<file path="config.mk">
export PLATFORM = sky130hd
export DESIGN_NAME = tx_rs_enc_lfsr_flat
export DESIGN_NICKNAME = d
export VERILOG_FILES = /design/src/rtl/tx_rs_enc_lfsr_if.sv /design/src/rtl/tx_rs_enc_lfsr.sv /design/src/flat_wrapper.sv
export SDC_FILE = /design/constraint.sdc
export NUM_CORES = 1
export LEC_CHECK = 0
export ABC_AREA = 1
export BUFFER_PORTS_ARGS = -buffer_cell sky130_fd_sc_hd__buf_2
export CAP_MARGIN = 40
export CORE_UTILIZATION = 50
export CTS_BUF_LIST = sky130_fd_sc_hd__clkbuf_4
export DETAILED_ROUTE_END_ITERATION = 8
export GPL_TIMING_DRIVEN = 1
export HOLD_SLACK_MARGIN = 0.1
export PLACE_DENSITY_LB_ADDON = 0.25
export SYNTH_ARGS = -nofsm -noshare
export SYNTH_HDL_FRONTEND = slang
export SYNTH_SLANG_ARGS = --single-unit
</file>
<file path="constraint.sdc">
create_clock -name i_clk -period 2.8 [get_ports i_clk]
set_input_delay 0.42 -clock i_clk [delete_from_list [all_inputs] [get_ports i_clk]]
set_output_delay 0.42 -clock i_clk [all_outputs]
set_load 0.005 [all_outputs]
</file>
<file path="src/rtl/tx_rs_enc_lfsr_if.sv">
// Handshake and symbol bus between the frame builder (master) and the RS encoder (slave).
// The frame builder drives the i_* signals and the encoder drives the o_* signals.
interface tx_rs_enc_lfsr_if;
  logic       i_rs_en;
  logic       i_sof;
  logic [7:0] i_data;
  logic       i_valid;
  logic       i_last;
  logic       o_ready;
  logic       o_sof;
  logic [7:0] o_data;
  logic       o_valid;
  logic       o_par;
  logic       o_last;
  logic       o_ovf;

  modport master (
    output i_rs_en, i_sof, i_data, i_valid, i_last,
    input  o_ready, o_sof, o_data, o_valid, o_par, o_last, o_ovf
  );

  modport slave (
    input  i_rs_en, i_sof, i_data, i_valid, i_last,
    output o_ready, o_sof, o_data, o_valid, o_par, o_last, o_ovf
  );
endinterface

</file>
<file path="src/rtl/tx_rs_enc_lfsr.sv">
// Systematic RS(K_DATA+N_PARITY, K_DATA) LFSR encoder over GF(2^8) with runtime bypass; latency 1.
// o_ready drops for the N_PARITY parity cycles; input offered then is dropped and flagged on sticky o_ovf.
module tx_rs_enc_lfsr #(
  parameter int         N_PARITY  = 16,
  parameter int         K_DATA    = 239,
  parameter logic [8:0] PRIM_POLY = 9'h11D,
  parameter int         FCR       = 0
) (
  input logic            i_clk,
  input logic            i_rst_n,
  tx_rs_enc_lfsr_if.slave bus
);

  localparam logic [1:0] S_IDLE   = 2'd0;
  localparam logic [1:0] S_DATA   = 2'd1;
  localparam logic [1:0] S_PARITY = 2'd2;

  localparam int CW = $clog2(K_DATA + 1);
  localparam int PW = $clog2(N_PARITY);

  function automatic logic [7:0] gf_mul(input logic [7:0] a, input logic [7:0] b);
    logic [7:0] acc;
    logic [7:0] aa;
    acc = 8'h00;
    aa  = a;
    for (int i = 0; i < 8; i++) begin
      if (b[i]) acc = acc ^ aa;
      aa = aa[7] ? ((aa << 1) ^ PRIM_POLY[7:0]) : (aa << 1);
    end
    return acc;
  endfunction

  function automatic logic [7:0] gf_alpha_pow(input int e);
    logic [7:0] r;
    r = 8'h01;
    for (int i = 0; i < e; i++) r = gf_mul(r, 8'h02);
    return r;
  endfunction

  // Multiply out (x + a^(FCR+i)) one root at a time; the leading 1 is implicit in the LFSR.
  function automatic logic [N_PARITY-1:0][7:0] gen_poly();
    logic [N_PARITY:0][7:0] g;
    logic [7:0]             root;
    g    = '0;
    g[0] = 8'h01;
    root = gf_alpha_pow(FCR);
    for (int i = 0; i < N_PARITY; i++) begin
      for (int j = N_PARITY; j > 0; j--) g[j] = g[j-1] ^ gf_mul(g[j], root);
      g[0] = gf_mul(g[0], root);
      root = gf_mul(root, 8'h02);
    end
    return g[N_PARITY-1:0];
  endfunction

  localparam logic [N_PARITY-1:0][7:0] G = gen_poly();

  logic [1:0]                state_q, state_d;
  logic [CW-1:0]             cnt_q, cnt_d;
  logic [PW-1:0]             pcnt_q, pcnt_d;
  logic [N_PARITY-1:0][7:0]  par_q, par_d;
  logic [N_PARITY-1:0][7:0]  par_src, lfsr_nxt;
  logic [7:0]                fb;
  logic                      accept;
  logic                      ready_q, ready_d;
  logic                      sof_q, sof_d;
  logic [7:0]                data_q, data_d;
  logic                      valid_q, valid_d;
  logic                      parf_q, parf_d;
  logic                      last_q, last_d;
  logic                      ovf_q, ovf_d;

  assign accept = bus.i_valid & ready_q;

  // A new codeword starts from an all-zero remainder regardless of what par_q holds.
  always_comb begin
    par_src  = (state_q == S_IDLE) ? '0 : par_q;
    fb       = bus.i_data ^ par_src[N_PARITY-1];
    lfsr_nxt = '0;
    lfsr_nxt[0] = gf_mul(fb, G[0]);
    for (int i = 1; i < N_PARITY; i++) lfsr_nxt[i] = par_src[i-1] ^ gf_mul(fb, G[i]);
  end

  always_comb begin
    state_d = state_q;
    cnt_d   = cnt_q;
    pcnt_d  = pcnt_q;
    par_d   = par_q;
    sof_d   = 1'b0;
    data_d  = 8'h00;
    valid_d = 1'b0;
    parf_d  = 1'b0;
    last_d  = 1'b0;
    ovf_d   = ovf_q | (bus.i_valid & ~ready_q);

    case (state_q)
      S_IDLE: begin
        if (accept) begin
          valid_d = 1'b1;
          data_d  = bus.i_data;
          sof_d   = bus.i_sof;
          if (bus.i_rs_en) begin
            par_d = lfsr_nxt;
            if (bus.i_last || (K_DATA == 1)) begin
              state_d = S_PARITY;
              cnt_d   = '0;
            end else begin
              state_d = S_DATA;
              cnt_d   = CW'(1);
            end
          end else begin
            last_d = bus.i_last;
          end
        end
      end
      S_DATA: begin
        if (accept) begin
          valid_d = 1'b1;
          data_d  = bus.i_data;
          sof_d   = bus.i_sof;
          par_d   = lfsr_nxt;
          if (bus.i_last || (cnt_q == CW'(K_DATA - 1))) begin
            state_d = S_PARITY;
            cnt_d   = '0;
          end else begin
            cnt_d = cnt_q + 1'b1;
          end
        end
      end
      S_PARITY: begin
        valid_d = 1'b1;
        parf_d  = 1'b1;
        data_d  = par_q[N_PARITY-1];
        par_d   = {par_q[N_PARITY-2:0], 8'h00};
        if (pcnt_q == PW'(N_PARITY - 1)) begin
          last_d  = 1'b1;
          pcnt_d  = '0;
          state_d = S_IDLE;
        end else begin
          pcnt_d = pcnt_q + 1'b1;
        end
      end
      default: state_d = S_IDLE;
    endcase

    ready_d = (state_d != S_PARITY);
  end

  always_ff @(posedge i_clk or negedge i_rst_n) begin
    if (!i_rst_n) begin
      state_q <= S_IDLE;
      cnt_q   <= '0;
      pcnt_q  <= '0;
      par_q   <= '0;
      ready_q <= 1'b1;
      sof_q   <= 1'b0;
      data_q  <= 8'h00;
      valid_q <= 1'b0;
      parf_q  <= 1'b0;
      last_q  <= 1'b0;
      ovf_q   <= 1'b0;
    end else begin
      state_q <= state_d;
      cnt_q   <= cnt_d;
      pcnt_q  <= pcnt_d;
      par_q   <= par_d;
      ready_q <= ready_d;
      sof_q   <= sof_d;
      data_q  <= data_d;
      valid_q <= valid_d;
      parf_q  <= parf_d;
      last_q  <= last_d;
      ovf_q   <= ovf_d;
    end
  end

  assign bus.o_ready = ready_q;
  assign bus.o_sof   = sof_q;
  assign bus.o_data  = data_q;
  assign bus.o_valid = valid_q;
  assign bus.o_par   = parf_q;
  assign bus.o_last  = last_q;
  assign bus.o_ovf   = ovf_q;

endmodule

</file>
<file path="src/flat_wrapper.sv">
// flat-port wrapper written by rule: the top's interface ports become plain ports
module tx_rs_enc_lfsr_flat 
#(
  parameter int         N_PARITY  = 16,
  parameter int         K_DATA    = 239,
  parameter logic [8:0] PRIM_POLY = 9'h11D,
  parameter int         FCR       = 0
)
  (i_clk, i_rst_n, bus_i_rs_en, bus_i_sof, bus_i_data, bus_i_valid, bus_i_last, bus_o_ready, bus_o_sof, bus_o_data, bus_o_valid, bus_o_par, bus_o_last, bus_o_ovf);
  tx_rs_enc_lfsr_if bus_i ();
  input logic i_clk;
  input logic i_rst_n;
  input wire logic [$bits(bus_i.i_rs_en)-1:0] bus_i_rs_en;
  input wire logic [$bits(bus_i.i_sof)-1:0] bus_i_sof;
  input wire logic [$bits(bus_i.i_data)-1:0] bus_i_data;
  input wire logic [$bits(bus_i.i_valid)-1:0] bus_i_valid;
  input wire logic [$bits(bus_i.i_last)-1:0] bus_i_last;
  output wire logic [$bits(bus_i.o_ready)-1:0] bus_o_ready;
  output wire logic [$bits(bus_i.o_sof)-1:0] bus_o_sof;
  output wire logic [$bits(bus_i.o_data)-1:0] bus_o_data;
  output wire logic [$bits(bus_i.o_valid)-1:0] bus_o_valid;
  output wire logic [$bits(bus_i.o_par)-1:0] bus_o_par;
  output wire logic [$bits(bus_i.o_last)-1:0] bus_o_last;
  output wire logic [$bits(bus_i.o_ovf)-1:0] bus_o_ovf;
  assign bus_i.i_rs_en = bus_i_rs_en;
  assign bus_i.i_sof = bus_i_sof;
  assign bus_i.i_data = bus_i_data;
  assign bus_i.i_valid = bus_i_valid;
  assign bus_i.i_last = bus_i_last;
  assign bus_o_ready = bus_i.o_ready;
  assign bus_o_sof = bus_i.o_sof;
  assign bus_o_data = bus_i.o_data;
  assign bus_o_valid = bus_i.o_valid;
  assign bus_o_par = bus_i.o_par;
  assign bus_o_last = bus_i.o_last;
  assign bus_o_ovf = bus_i.o_ovf;
  tx_rs_enc_lfsr #(.N_PARITY(N_PARITY), .K_DATA(K_DATA), .PRIM_POLY(PRIM_POLY), .FCR(FCR)) u_core (.i_clk(i_clk), .i_rst_n(i_rst_n), .bus(bus_i));
endmodule
</file>
==> results of run 1 <==
[cell usage after synthesis, types with 4 or more instances]
cell type                  instances
sky130_fd_sc_hd__inv_1            75
sky130_fd_sc_hd__buf_4             5
sky130_fd_sc_hd__buf_1             9
sky130_fd_sc_hd__xor2_1           64
sky130_fd_sc_hd__a21oi_1          19
sky130_fd_sc_hd__nor3_1            6
sky130_fd_sc_hd__inv_2             9
sky130_fd_sc_hd__dfrtp_1         155
sky130_fd_sc_hd__nand2_4           9
sky130_fd_sc_hd__o21ai_0         113
sky130_fd_sc_hd__or2_1             5
sky130_fd_sc_hd__nand4_1          19
sky130_fd_sc_hd__o21ai_1          33
sky130_fd_sc_hd__or2_2             4
sky130_fd_sc_hd__clkbuf_1         44
sky130_fd_sc_hd__nor2_1           54
sky130_fd_sc_hd__xor2_2            4
sky130_fd_sc_hd__xnor2_1          60
sky130_fd_sc_hd__buf_2             4
sky130_fd_sc_hd__o22ai_1          10
sky130_fd_sc_hd__nand3_1         101
sky130_fd_sc_hd__nand2_2          19
sky130_fd_sc_hd__nand2_1         525
[through the flow]
step	TNS (ps)	hold slack, ps
floorplan	0	124
global placement	0	443
detailed placement	-23.7	445
CTS	0	104
global route	-130	128
finish	0	138
[worst max-delay path, cell delays in order (launching register included)]
cell                      delay, ps
sky130_fd_sc_hd__dfrtp_2        490
sky130_fd_sc_hd__inv_4          110
sky130_fd_sc_hd__nand2_8        100
sky130_fd_sc_hd__nand2_1         90
sky130_fd_sc_hd__nand2_1         60
sky130_fd_sc_hd__nand2_2        260
sky130_fd_sc_hd__nand2_1        110
sky130_fd_sc_hd__nand2_2        210
sky130_fd_sc_hd__nand2_1        140
sky130_fd_sc_hd__nand2_2        230
sky130_fd_sc_hd__nand2_1        110
sky130_fd_sc_hd__nand2_1        110
sky130_fd_sc_hd__inv_2           50
sky130_fd_sc_hd__nand2_2        100
sky130_fd_sc_hd__nand3_1        100
sky130_fd_sc_hd__nand2_1         90
sky130_fd_sc_hd__nand2_1         60
sky130_fd_sc_hd__nand3_1         60
sky130_fd_sc_hd__nand2_1         50
[layout make-up]
cell class,instances,area (um2)
clock inverters,14,124
well taps,265,332
fillers,1848,8400
repair buffers,84,642
diodes,1,2.50
clock buffers,18,135
inverters,85,324
multi-input cells,1075,5600
flip-flops and latches,156,3910
[sequential cells by signal, summed over array words and instances, names as in the netlist]
signal,flops
u_core.bus.o_ovf,1
u_core.pcnt_q,4
u_core.bus.o_last,1
u_core.bus.o_valid,1
u_core.state_q,2
u_core.bus.o_ready,1
u_core.par_q,128
u_core.cnt_q,8
u_core.bus.o_sof,1
u_core.bus.o_par,1
u_core.bus.o_data,8
[worst paths after layout]
| kind | cells after the start | slack (ps) | endpoint |
|---|---|---|---|
| max | 18 | 130 | u_core.par_q[35] |
| min | 3 | 140 | u_core.bus.o_data[1] |
| max reg2reg | 18 | 130 | u_core.par_q[35] |
| min reg2reg | 1 | 490 | u_core.bus.o_ovf |
| max in group asynchronous | 3 | 1630 | u_core.par_q[88] |
| min in group asynchronous | 2 | 370 | u_core.bus.o_sof |
[kinds of logic (layout without fill, tap and decap cells)]
family | Yosys count | after routing | synth area share
buffers and inverters | 149 | 201 | 0.0602
adders and majority gates | 3 | 3 | 0.00378
other | 0 | 1 | 0
xor gates and xnor gates | 131 | 131 | 0.123
DFF | 156 | 156 | 0.393
and+or+nand+nor | 753 | 753 | 0.321
AOI/OAI and AO/OA | 188 | 188 | 0.0997
[what timing repair did]
action / 4_1_cts / 5_1_grt
resized for setup: 4 / 29
setup endpoints to repair: 7 / 72
hold buffers: 4 / 0
hold endpoints to repair: 60 / 0
pin swaps: 0 / 4
buffers inserted: 0 / 11
[routing by layer]
layer  part of all wire  vias to the layer above  wire length [um]  track usage
li1                   -                     4482                 -            -
met1               0.45                     4274             12900        0.413
met2               0.46                      311             13100        0.456
met3              0.062                       43              1780       0.0483
met4              0.024                        0               691        0.104
met5                  0                        -                 0            0
==> results summary, run 1 <==
The flow ran to the end, and the final reports show no timing, DRC or antenna violations. Detailed placement ended at an HPWL of 20300 um. The placed instance count is 1650.

The proportion of netlist area held by the largest area contributor is 0.390. The data required time at the worst endpoint came out at 3280 ps. The path class of the tightest hold or removal check is input port to flop. Leaving out fill and tap cells, the most frequent cells in the layout are sky130_fd_sc_hd__nand2_1 (512), sky130_fd_sc_hd__dfrtp_1 (154), sky130_fd_sc_hd__o21ai_0 (113), sky130_fd_sc_hd__nand3_1 (101), sky130_fd_sc_hd__inv_1 (75).

The clock edge transition at the registers on the reported setup and hold paths is 150 ps. The number of antenna violations at the first check in global routing came out at 1. Setup violations remaining at the end of the flow were counted as 0. The critical path launch point is u_core.state_q[1]. Before CTS, the worst setup slack after placement is -23.7 ps. The number of distinct library cells after synthesis is 44. Routability-driven placement finished with a final weighted congestion of 0.989. The worst setup path is of the flop to flop kind.

The post-route DRC violation count came out at 0. The global-route wire length before repair came out at 45600 um. The share of final-layout standard cells stronger than drive strength 1 is 0.129.

STA puts the critical path data arrival time at 3150 ps. The number of standard-cell rows in the floorplan came out at 51. The maximum fanout encountered on the critical timing path is 17. The capturing element type of the critical path is a flop. The final-report hold violation count is 0. After synthesis the netlist holds a flip-flop and latch count of 156. Of the synthesized area, sequential elements account for 0.393. The final core area utilization is 0.569. The transition time at the pin with the least slew margin is 581 ps. The minimum setup slack in the final design came out at 129 ps. The count of nets left with antenna violations once routing finished came out at 0. The total cell area at the placement stage came out at 10500 um2. The share of the clock period used by the worst path after layout came out at 0.954. Summing every instance area after synthesis gives 9940 um2. Buffers placed on the I/O ports in this run total 27.

After synthesis, the cell types taking the most area are sky130_fd_sc_hd__dfrtp_1 (39%), sky130_fd_sc_hd__nand2_1 (20%), sky130_fd_sc_hd__o21ai_0 (5.7%), sky130_fd_sc_hd__xor2_1 (5.6%), sky130_fd_sc_hd__xnor2_1 (5.3%). The biggest area contributor in the post-synthesis netlist is sky130_fd_sc_hd__dfrtp_1. The number of primary I/O pins came out at 28.

The area growth from synthesis to layout is 11.4%. The CTS sink count came out at 156. Across all layers, the routed design uses 9110 vias. The max-capacitance violation count is 0. The total count of max-transition violations in the final report came out at 0. The cell count after synthesis came out at 1380. The smallest clock period supported by the final layout is computed as 2670 ps. The die outline width came out at 143 um. The library cell used most frequently in the layout, excluding fill and tap cells, is sky130_fd_sc_hd__nand2_1. The pin count of the biggest net entering global routing came out at 119. After the last flow step, the layout net total stands at 1436.

The first-pass iteration count of the detailed router came out at 5. The aggregate routed wire length is 28500 um. For this block, the initial DRC count from the detailed router was 816. The number of global-route vias before repair came out at 8404.

Setup repair after global routing could not meet its margin everywhere. The core outline area came out at 19500 um2. The die area came out at 20400 um2. In this run the critical register-to-register path is launched from u_core.state_q[1]. The synthesized design contains 0 enable-type register cells.

In the global route stage, overall resource usage came out at 0.294. No sink is reached through more buffers than the 2 on the longest clock path. The number of nets produced by synthesis is 1397.

Clock tree synthesis inserted a total of 17 buffers. STA classifies the critical path startpoint as a flop. Measured against its own limit, the worst slew margin works out to 0.613. The prevailing post-synth register cell is sky130_fd_sc_hd__dfrtp_1.

The finished cells cover 11100 um2. The cell chosen for the clock root is sky130_fd_sc_hd__clkbuf_4. The mean area per synthesized cell came out at 7.20 um2.

After detailed routing, the average wire length per cell comes to 16.8 um. The highest clock rate is 374 MHz. For this run the aggregate overflow at the end of global routing stands at 0. The worst-skew pair later-pin latency came out at 600 ps. The starting density of the core is 0.511. The final setup skew came out at 33.2 ps. TritonCTS built the clock tree.

The worst hold path begins at bus_i_data[1]. The number of H-tree levels is 4. The via count normalized by instance count is 5.37. For this run, asynchronously set or reset flops after synthesis account for 1.00.

The die outline height is 143 um. The count of synthesis-stage warnings from yosys came out at 0. The non-filler instance count after layout came out at 1698.
Power of run 1 is left out: the tool's default activity adds up to more than one toggle a clock period on the data nets, which glitch-free logic cannot reach.
==> inputs of run 2 (changes only) <==
--- a/config.mk
+++ b/config.mk
@@ -14,6 +14,7 @@
 export GPL_TIMING_DRIVEN = 1
 export HOLD_SLACK_MARGIN = 0.1
 export PLACE_DENSITY_LB_ADDON = 0.25
+export SETUP_SLACK_MARGIN = 0.2
 export SYNTH_ARGS = -nofsm -noshare
 export SYNTH_HDL_FRONTEND = slang
 export SYNTH_SLANG_ARGS = --single-unit
==> run 2 against run 1 <==
Die area stayed put. Critical path depth is 6 lower. Clock skew is 0.63 ps lower.
==> results summary, run 2 (synthesized netlist as in run 1, its figures left out) <==
The die outline width came out at 143 um. The cell occurring most often along the worst timing path is sky130_fd_sc_hd__nand2_2. The die area came out at 20400 um2. The CTS sink count is 156.

Measured in cells, the most critical reg-to-reg path has a length of 12. The met3 usage in global routing is 0.0500. Derived from the worst setup path, the maximum achievable clock frequency is 387 MHz. After detailed routing, the number of remaining DRC violations is 0.

TritonCTS built the clock tree. The capturing element type of the critical path is a flop. Buffers inserted during clock tree synthesis total 17. After clock tree synthesis, the clock-pin slew on the worst setup and hold paths is 150 ps. The path class of the tightest hold or removal check is input port to flop. The data required time at the worst endpoint is 3240 ps. The share of the clock period used by the worst path after layout came out at 0.923. The total cell area at the placement stage is 10500 um2. The worst flop-to-flop path endpoint is u_core.par_q[47]. The tool flagged a number of max-cap violations equal to 0.

The number of flip-flops in the largest register came out at 128. The remaining global-route overflow came out at 0. STA classifies the critical path startpoint as a flop. The final-report hold violation count came out at 0. The startpoint identified for the worst register-to-register timing path is u_core.state_q[1]. The final core area utilization is 0.594. The die outline height is 143 um. The slack of the worst reg-to-reg path came out at 220 ps. Leaving out fill and tap cells, the most frequent cell in the layout is sky130_fd_sc_hd__nand2_1.

Leaving out fill and tap cells, the most frequent cells in the layout are sky130_fd_sc_hd__nand2_1 (487), sky130_fd_sc_hd__dfrtp_1 (154), sky130_fd_sc_hd__o21ai_0 (111), sky130_fd_sc_hd__nand3_1 (97), sky130_fd_sc_hd__buf_4 (75). The sum of negative setup slack is 0 ps. Counting along the longest clock path gives a buffer depth of 2.

The setup path with the least slack is of type flop to flop. In this run the most used layer during global routing was met2. The final setup skew is 32.6 ps. The global-route wire length before repair is 45900 um. The path with the worst hold slack has its endpoint at u_core.bus.o_data[1]. The clock tree synthesis step divided the H-tree into 4 levels. The transition time at the pin with the least slew margin came out at 577 ps.

The signal on the critical path passes through inv_4 -> nand2_8 -> buf_4 -> nand2_2 -> nand2_2 -> nand2_2 -> buf_4 -> xnor2_1 -> nor2_1 -> o22ai_1 -> xnor2_1 -> o21ai_0. The met1 demand-to-capacity share in global routing came out at 0.412. The placer's final routability congestion estimate came out at 0.989. The floorplan has 51 rows. At the later pin of the worst-skew pair, clock insertion delay measures 600 ps. The startpoint identified for the worst hold timing path is bus_i_data[1]. The global routing usage summed across all routing layers is 0.296. The total count of max-transition violations in the final report was 0. The via count normalized by instance count is 5.42. The violation count after the first detailed-route iteration came out at 771. The number of primary I/O pins is 28. The area added between synthesis and finish came out at 16.3%. The number of antenna violations at the first check in global routing is 1. The region available for standard cell placement spans 19500 um2. The number of global-route vias before repair is 8491.

The total via count in the routed design came out at 9377. The pin count of the biggest net entering global routing is 119. The first-pass iteration count of the detailed router came out at 8. The starting density of the core is 0.511. The final design area excluding fillers is 11600 um2.

The wire-length estimate of the detail-placed layout is 20300 um. The data arrival time at the worst-slack endpoint came out at 3020 ps. The routed length per placed instance is 16.8 um. The met2 track utilization from global routing is 0.456. The clock period minus worst slack came out at 2580 ps. u_core.par_q holds more flip-flops than any other register. On the worst path, the slowest cell contributes a delay of 410 ps. The number of instances on the worst hold path came out at 3. The antenna violation net count after detailed routing is 0. The flow ran to the end, and the final reports show no timing, DRC or antenna violations. The aggregate routed wire length came out at 29100 um. Setup violations remaining at the end of the flow were counted as 0.

At the end of the flow, the number of nets in the layout was 1469. The cell chosen for the clock root is sky130_fd_sc_hd__clkbuf_4. The maximum fanout encountered on the critical timing path is 17. The quantity of I/O buffers inserted on ports came out at 27. Of the cells placed in the final design, the portion with a size suffix greater than 1 is 0.178. Measured against its own limit, the worst slew margin works out to 0.615. The slowest library cell on the worst path is sky130_fd_sc_hd__dfrtp_2. Setup repair after global routing could not meet its margin everywhere.
-- run 2: routing by layer --
| metal | routed length [um] | part of all wire |
|---|---|---|
| met2 | 13300 | 0.46 |
| met1 | 13000 | 0.45 |
| met5 | 0 | 0 |
| met3 | 2010 | 0.069 |
| met4 | 867 | 0.030 |
-- run 2: through the flow --
stage          worst slack, ps  instances  hold WS (ps)
2_1_floorplan              672       1380           124
4_1_cts                    201       1694           104
6_report                   216       1731           130
3_5_place_dp             -23.7       1650           445
3_3_place_gp              51.2       1650           443
5_1_grt                    158       1731           128
-- run 2: cell type report --
| cell class | instances | area (um2) |
|---|---|---|
| fill | 1781 | 7900 |
| multi-input combinational | 1077 | 5830 |
| sequential | 156 | 3910 |
| timing repair buffer | 115 | 898 |
| tap | 265 | 332 |
| inverter | 85 | 329 |
| clock buffer | 18 | 135 |
| clock inverter | 14 | 124 |
| antenna | 1 | 2.50 |
-- run 2: how the worst max path moves through the flow --
| stage | startpoint | end | slack [ps] | depth (start not counted) |
|---|---|---|---|---|
| final | u_core.state_q[1] | u_core.par_q[47] | 220 | 12 |
| after global routing | u_core.state_q[0] | u_core.par_q[47] | 160 | 12 |
| after CTS | u_core.state_q[0] | u_core.par_q[33] | 200 | 17 |
| after detailed placement | u_core.state_q[0] | u_core.par_q[53] | -20 | 12 |
| after global placement | u_core.state_q[0] | u_core.par_q[53] | 50 | 12 |
| after floorplan | u_core.state_q[0] | u_core.par_q[77] | 670 | 16 |
-- run 2: what timing repair did --
action,in CTS,in global routing
endpoints found under the hold margin,60,0
setup endpoints to repair,74,78
pin swaps,4,22
gates resized for setup,23,69
hold buffers,4,0
buffers inserted,8,34
cloned,0,2
-- run 2: worst max-delay path: cells and delay by family (launching register included) --
kind	cells	cell delay, ps
XOR/XNOR	2	570
buffers and inverters	3	360
flip-flops	1	410
AO/OA/AOI/OAI	2	510
AND/OR/NAND/NOR	5	580
Power of run 2 is left out for the same reason.
